[src/rtl/pic_pkg.sv]
// Shared constants for the programmable interrupt controller: register map,
// source count and the bit layout of the VEC read word.
package pic_pkg;

    localparam int NSRC = 6;

    localparam logic [1:0] PIC_MODE = 2'd0;
    localparam logic [1:0] PIC_MASK = 2'd1;
    localparam logic [1:0] PIC_PEND = 2'd2;
    localparam logic [1:0] PIC_VEC  = 2'd3;

    localparam int VEC_VALID_BIT = 31;
    localparam int VEC_INSVC_BIT = 5;
    localparam int VEC_IDX_LSB   = 0;

    // Packs the acknowledge word returned by a VEC read.
    function automatic logic [31:0] make_vec(input logic       valid,
                                             input logic       insvc_ok,
                                             input logic [2:0] idx);
        logic [31:0] word;
        word                             = '0;
        word[VEC_VALID_BIT]              = valid;
        word[VEC_INSVC_BIT]              = insvc_ok;
        word[VEC_IDX_LSB +: 3]           = idx;
        return word;
    endfunction

endpackage

[src/rtl/pic_prio6.sv]
// Six-input lowest-index priority encoder: one-hot winner, its index and a
// valid flag. Bit 0 has the highest priority.
module pic_prio6
    import pic_pkg::*;
(
    input  logic [NSRC-1:0] req,
    output logic [NSRC-1:0] onehot,
    output logic [2:0]      idx,
    output logic            valid
);

    // Scanning downwards lets the lowest set bit overwrite any higher one.
    always_comb begin
        onehot = '0;
        idx    = '0;
        valid  = 1'b0;
        for (int i = NSRC - 1; i >= 0; i--) begin
            if (req[i]) begin
                onehot    = '0;
                onehot[i] = 1'b1;
                idx       = 3'(i);
                valid     = 1'b1;
            end
        end
    end

endmodule

[src/rtl/pic_ctrl.sv]
// Memory-mapped interrupt controller: synchronizes six device lines, latches
// edge/level requests and presents one nested, fixed-priority request to CP0.
module pic_ctrl
    import pic_pkg::*;
(
    input  logic            clk,
    input  logic            rst,
    input  logic [NSRC-1:0] irq_src,
    input  logic            dev_sel,
    input  logic [1:0]      dev_addr,
    input  logic            dev_we,
    input  logic [31:0]     dev_wd,
    output logic [31:0]     dev_rd,
    output logic [NSRC-1:0] HWInt
);

    logic [NSRC-1:0] s1, s2, s3;
    logic [NSRC-1:0] mode, mask, pending, insvc;
    logic [NSRC-1:0] cand_oh, top_oh, sel;
    logic [NSRC-1:0] rise, pend_clr, w1c_bits, pending_nxt;
    logic [2:0]      cand_idx, top_idx;
    logic            cand_valid, top_valid, eligible;
    logic            wr, ack, eoi;
    logic            unused_wd;

    assign unused_wd = ^dev_wd[31:NSRC];

    pic_prio6 u_cand (
        .req    (pending & mask),
        .onehot (cand_oh),
        .idx    (cand_idx),
        .valid  (cand_valid)
    );

    pic_prio6 u_top (
        .req    (insvc),
        .onehot (top_oh),
        .idx    (top_idx),
        .valid  (top_valid)
    );

    // A candidate only preempts if it outranks every source already in service.
    assign eligible = cand_valid & (~top_valid | (cand_idx < top_idx));
    assign sel      = eligible ? cand_oh : '0;

    assign wr  = dev_sel & dev_we;
    assign ack = dev_sel & ~dev_we & (dev_addr == PIC_VEC) & eligible;
    assign eoi = wr & (dev_addr == PIC_VEC);

    // Clears touch edge-mode bits only; a fresh edge wins over a same-cycle clear.
    assign rise        = s2 & ~s3;
    assign w1c_bits    = (wr && dev_addr == PIC_PEND) ? dev_wd[NSRC-1:0] : '0;
    assign pend_clr    = mode & (w1c_bits | (ack ? sel : '0));
    assign pending_nxt = (mode & ((pending & ~pend_clr) | rise)) | (~mode & s2);

    // Two-flop synchronizer plus a third stage for edge detection.
    always_ff @(posedge clk or posedge rst) begin
        if (rst) begin
            s1 <= '0;
            s2 <= '0;
            s3 <= '0;
        end else begin
            s1 <= irq_src;
            s2 <= s1;
            s3 <= s2;
        end
    end

    always_ff @(posedge clk or posedge rst) begin
        if (rst) begin
            mode    <= '0;
            mask    <= '0;
            pending <= '0;
            insvc   <= '0;
            HWInt   <= '0;
        end else begin
            if (wr && dev_addr == PIC_MODE) mode <= dev_wd[NSRC-1:0];
            if (wr && dev_addr == PIC_MASK) mask <= dev_wd[NSRC-1:0];
            pending <= pending_nxt;
            if (ack)
                insvc <= insvc | sel;
            else if (eoi)
                insvc <= insvc & ~top_oh;
            HWInt <= sel;
        end
    end

    // Read data is combinational so the MEM stage sees it in the same cycle.
    always_comb begin
        dev_rd = '0;
        if (!rst && dev_sel && !dev_we) begin
            case (dev_addr)
                PIC_MODE: dev_rd[NSRC-1:0] = mode;
                PIC_MASK: dev_rd[NSRC-1:0] = mask;
                PIC_PEND: dev_rd[NSRC-1:0] = pending;
                PIC_VEC:  if (eligible) dev_rd = make_vec(1'b1, |insvc, cand_idx);
                default:  dev_rd = '0;
            endcase
        end
    end

endmodule

[config.mk]
export PLATFORM = sky130hd
export DESIGN_NAME = pic_ctrl
export DESIGN_NICKNAME = d
export VERILOG_FILES = /design/src/rtl/pic_pkg.sv /design/src/rtl/pic_prio6.sv /design/src/rtl/pic_ctrl.sv
export SDC_FILE = /design/constraint.sdc
export NUM_CORES = 1
export LEC_CHECK = 0
export CAP_MARGIN = 20
export CORE_ASPECT_RATIO = 2
export CORE_MARGIN = 3
export CORE_UTILIZATION = 41
export CTS_CLUSTER_DIAMETER = 50
export DETAILED_ROUTE_END_ITERATION = 6
export PLACE_DENSITY_LB_ADDON = 0.05
export SYNTH_ARGS = -nofsm -noshare
export SYNTH_HDL_FRONTEND = slang
export SYNTH_SLANG_ARGS = --single-unit
[constraint.sdc]
create_clock -name clk -period 5.51 [get_ports clk]
set_input_delay 1.653 -clock clk [delete_from_list [all_inputs] [get_ports clk]]
set_output_delay 1.653 -clock clk [all_outputs]
set_load 0.005 [all_outputs]
==> metrics <==
status finished clean; wirelength, routed between 5 and 6 mm; post-synth top area cell dfrtp_1; Worst Setup EP dev_rd[31]; Layout Nets between 300 and 400; count of maximum capacitance violations 0; worst path cell trace a22oi_1 -> and3_1 -> a21boi_0 -> ha_1 -> a211oi_1 -> o211ai_2 -> and2_1 -> nor3_2 -> clkdlybuf4s50_1; Antenna Cells 0; critical path required time 3.86 ns; Clock Sink Count 48; sequential element share of the synthesized area 0.508; initial antenna violation count 0; Top-Level Pins 82; Hold Fails Final Rpt 0; worst-skew pair later-pin latency approximately 0.3 ns; initial DRC count 43; Slew Limit Fails 0; async set-reset flop share out of synthesis 1.00; # DRC 0; CP peak stage delay approximately 0.51 ns; share of cells above drive strength 1 0.165; WP data arrival 3.62 ns; fillers roughly 520; crit path buf inv count 1; Final Power 1.02 mW; Post-Syn Area roughly 0.0024 mm^2; RSZ-0062 raised after global routing no; largest net degree at the start of global routing 49; PwrDens 367 mW/mm^2; syn_area_per_cell around 11 um^2; most common flop cell mapped by yosys dfrtp_1; IO Port Bufs 30; Mapped Cells 216; vias in the first global route roughly 1.6k; Vias/cell 5.41; Critical Path Slowest Stage Cell clkdlybuf4s50_1; Core Region 0.00552 mm^2; library cells used by synthesis 47; GRT Util Overall 0.164; H-tree Lvls 2; # hold bufs at CTS 0; Synth top cells by count 48 x dfrtp_1, 25 x buf_4, 24 x nand2_1, 17 x nor2_1, 13 x a21oi_1; CP Capture Type primary output; YS warnings 0; Post-synth EDFFs 0; endpoints failing setup 0; Slew headroom 0.586; WS Path Type reg -> out; gpl congestion around 0.86; Worst IR Drop VDD 0.000212 V; Tcrit/Tclk final 0.956; R2R Path End pending[3]$_DFF_PP0_; Top delay family on crit path compound AO/OA/AOI/OAI gates; gr ovfl total 0; sum of negative setup slack 0 ns; # rows 38; CTS tree done; first-pass GRT wire length 8.30 mm; Root Buffer clkbuf_8; CTS Buffer Depth 2; post-cts repair resize count 0; DP Wirelength between 3 and 4 mm; fmax 0.190 GHz; crit-path max FO 10; DRT Pass-1 Iters 4; vias 1703; Area contributors post-synth dfrtp_1 51%, buf_4 7.9%, mux2_2 5.7%; synth-to-layout area growth 17.0%; Crit Reg-Reg Startpoint pending[0]$_DFF_PP0_; Die Y 113 um; TritonCTS buffer count 5; Worst path depth 9; Post-CTS Setup Inserts 0; Critical Path Start Type flip-flop; Starting Density 0.429; reg2reg setup slack roughly 2.6 ns; die area 0.00677 mm^2; min setup slack post-route 0.240 ns; clock transition at the registers of the reported paths about 0.080 ns; LEAKAGE 1.18 nW; Avg WL per Cell ~16 um; pre-CTS setup slack about 0.28 ns; cells on worst reg2reg path 8; measured slew at the worst slew-check pin 0.618 ns; top-count cell post-synth dfrtp_1; clock skew after layout 0.0110 ns; number of synthesized register bits 48; antenna-violating nets left 0; Min Clock Period, post-route 5.27 ns; Critical path origin pending[0]$_DFF_PP0_; class of the worst hold path reg -> reg; die extent in x 59.7 um; share of the synthesized area in the top cell type 0.508
## flip-flops by register name, indices dropped and copies added (netlist names)
name and cells:
HWInt 6, insvc 6, mask 6, mode 6, pending 6, s1 6, s2 6, s3 6
## how the worst min path moves through the flow
stage	startpoint	end	cells past startpoint	slack, ns
2_1_floorplan	s1[0]$_DFF_PP0_	s2[0]$_DFF_PP0_	0	0.33
3_3_place_gp	s1[5]$_DFF_PP0_	s2[5]$_DFF_PP0_	0	0.33
3_5_place_dp	s1[5]$_DFF_PP0_	s2[5]$_DFF_PP0_	0	0.34
6_report	s1[5]$_DFF_PP0_	s2[5]$_DFF_PP0_	0	0.35
5_1_grt	s1[0]$_DFF_PP0_	s2[0]$_DFF_PP0_	0	0.36
4_1_cts	s1[5]$_DFF_PP0_	s2[5]$_DFF_PP0_	0	0.36
## cell families (layout without fill, tap and decap cells)
group                    count (synthesis)  in the layout  synth area share
multiplexers                            18             18            0.0825
flip-flops                              48             48             0.508
AND/OR/NAND/NOR                         67             67             0.147
buffers and inverters                   31             46            0.0931
other                                    1             25           0.00159
AO/OA/AOI/OAI                           49             49             0.158
adder cells (fa/ha/maj)                  2              2            0.0106
## through the flow
stage,utilization,hold slack (ns),std cells,cell area (um^2)
finish,0.502,0.353,315,2770
global placement,0.484,0.333,308,2670
floorplan,-,0.331,240,2460
global route,0.502,0.362,315,2770
detailed placement,0.484,0.336,308,2670
CTS,0.502,0.356,315,2770
## power breakdown
| part | internal (mW) | total (mW) | switching [mW] |
|---|---|---|---|
| Clock | 0.112 | 0.223 | 0.111 |
| Sequential | 0.410 | 0.464 | 0.0548 |
| Combinational | 0.145 | 0.329 | 0.184 |
## layout make-up
| cell class | instances | area, um^2 | area share |
|---|---|---|---|
| clock buffer | 7 | 96.3 | 0.0348 |
| tap | 60 | 75.1 | 0.0271 |
| multi-input combinational | 161 | 1030 | 0.374 |
| sequential | 48 | 1200 | 0.434 |
| timing repair buffer | 36 | 345 | 0.125 |
| inverter | 3 | 15.0 | 0.00543 |
## layer usage
layer | GRT usage | part of all wire | vias up | wire (um)
met5 | 0 | 0 | - | 0
met4 | 0.0828 | 0.040 | 0 | 201
met3 | 0.0249 | 0.052 | 16 | 265
met2 | 0.263 | 0.52 | 65 | 2630
met1 | 0.208 | 0.39 | 817 | 1980
li1 | - | - | 805 | -
## placed cells by master, fill, tap and decap left out, drive strengths merged, types with 3 or more instances in the layout
master         instances
a211oi                 3
a21oi                 14
a22o                   4
a31oi                  3
a32oi                  4
buf                    6
clkbuf                 7
clkdlybuf4s50         30
conb                  25
dfrtp                 48
mux2                  12
mux2i                  6
nand2                 25
nand3                  3
nor2                  17
nor3                   6
o21ai                  5
o22ai                  3
## worst reg2reg max path, cell delays in order (launching register included)
cell,delay [ns]
dfrtp_1,0.43
a22oi_1,0.25
and3_1,0.28
a21boi_0,0.47
ha_1,0.33
a211oi_1,0.26
o211ai_2,0.21
a21oi_2,0.43
a31oi_1,0.13
(Power assumes the default switching activity.)
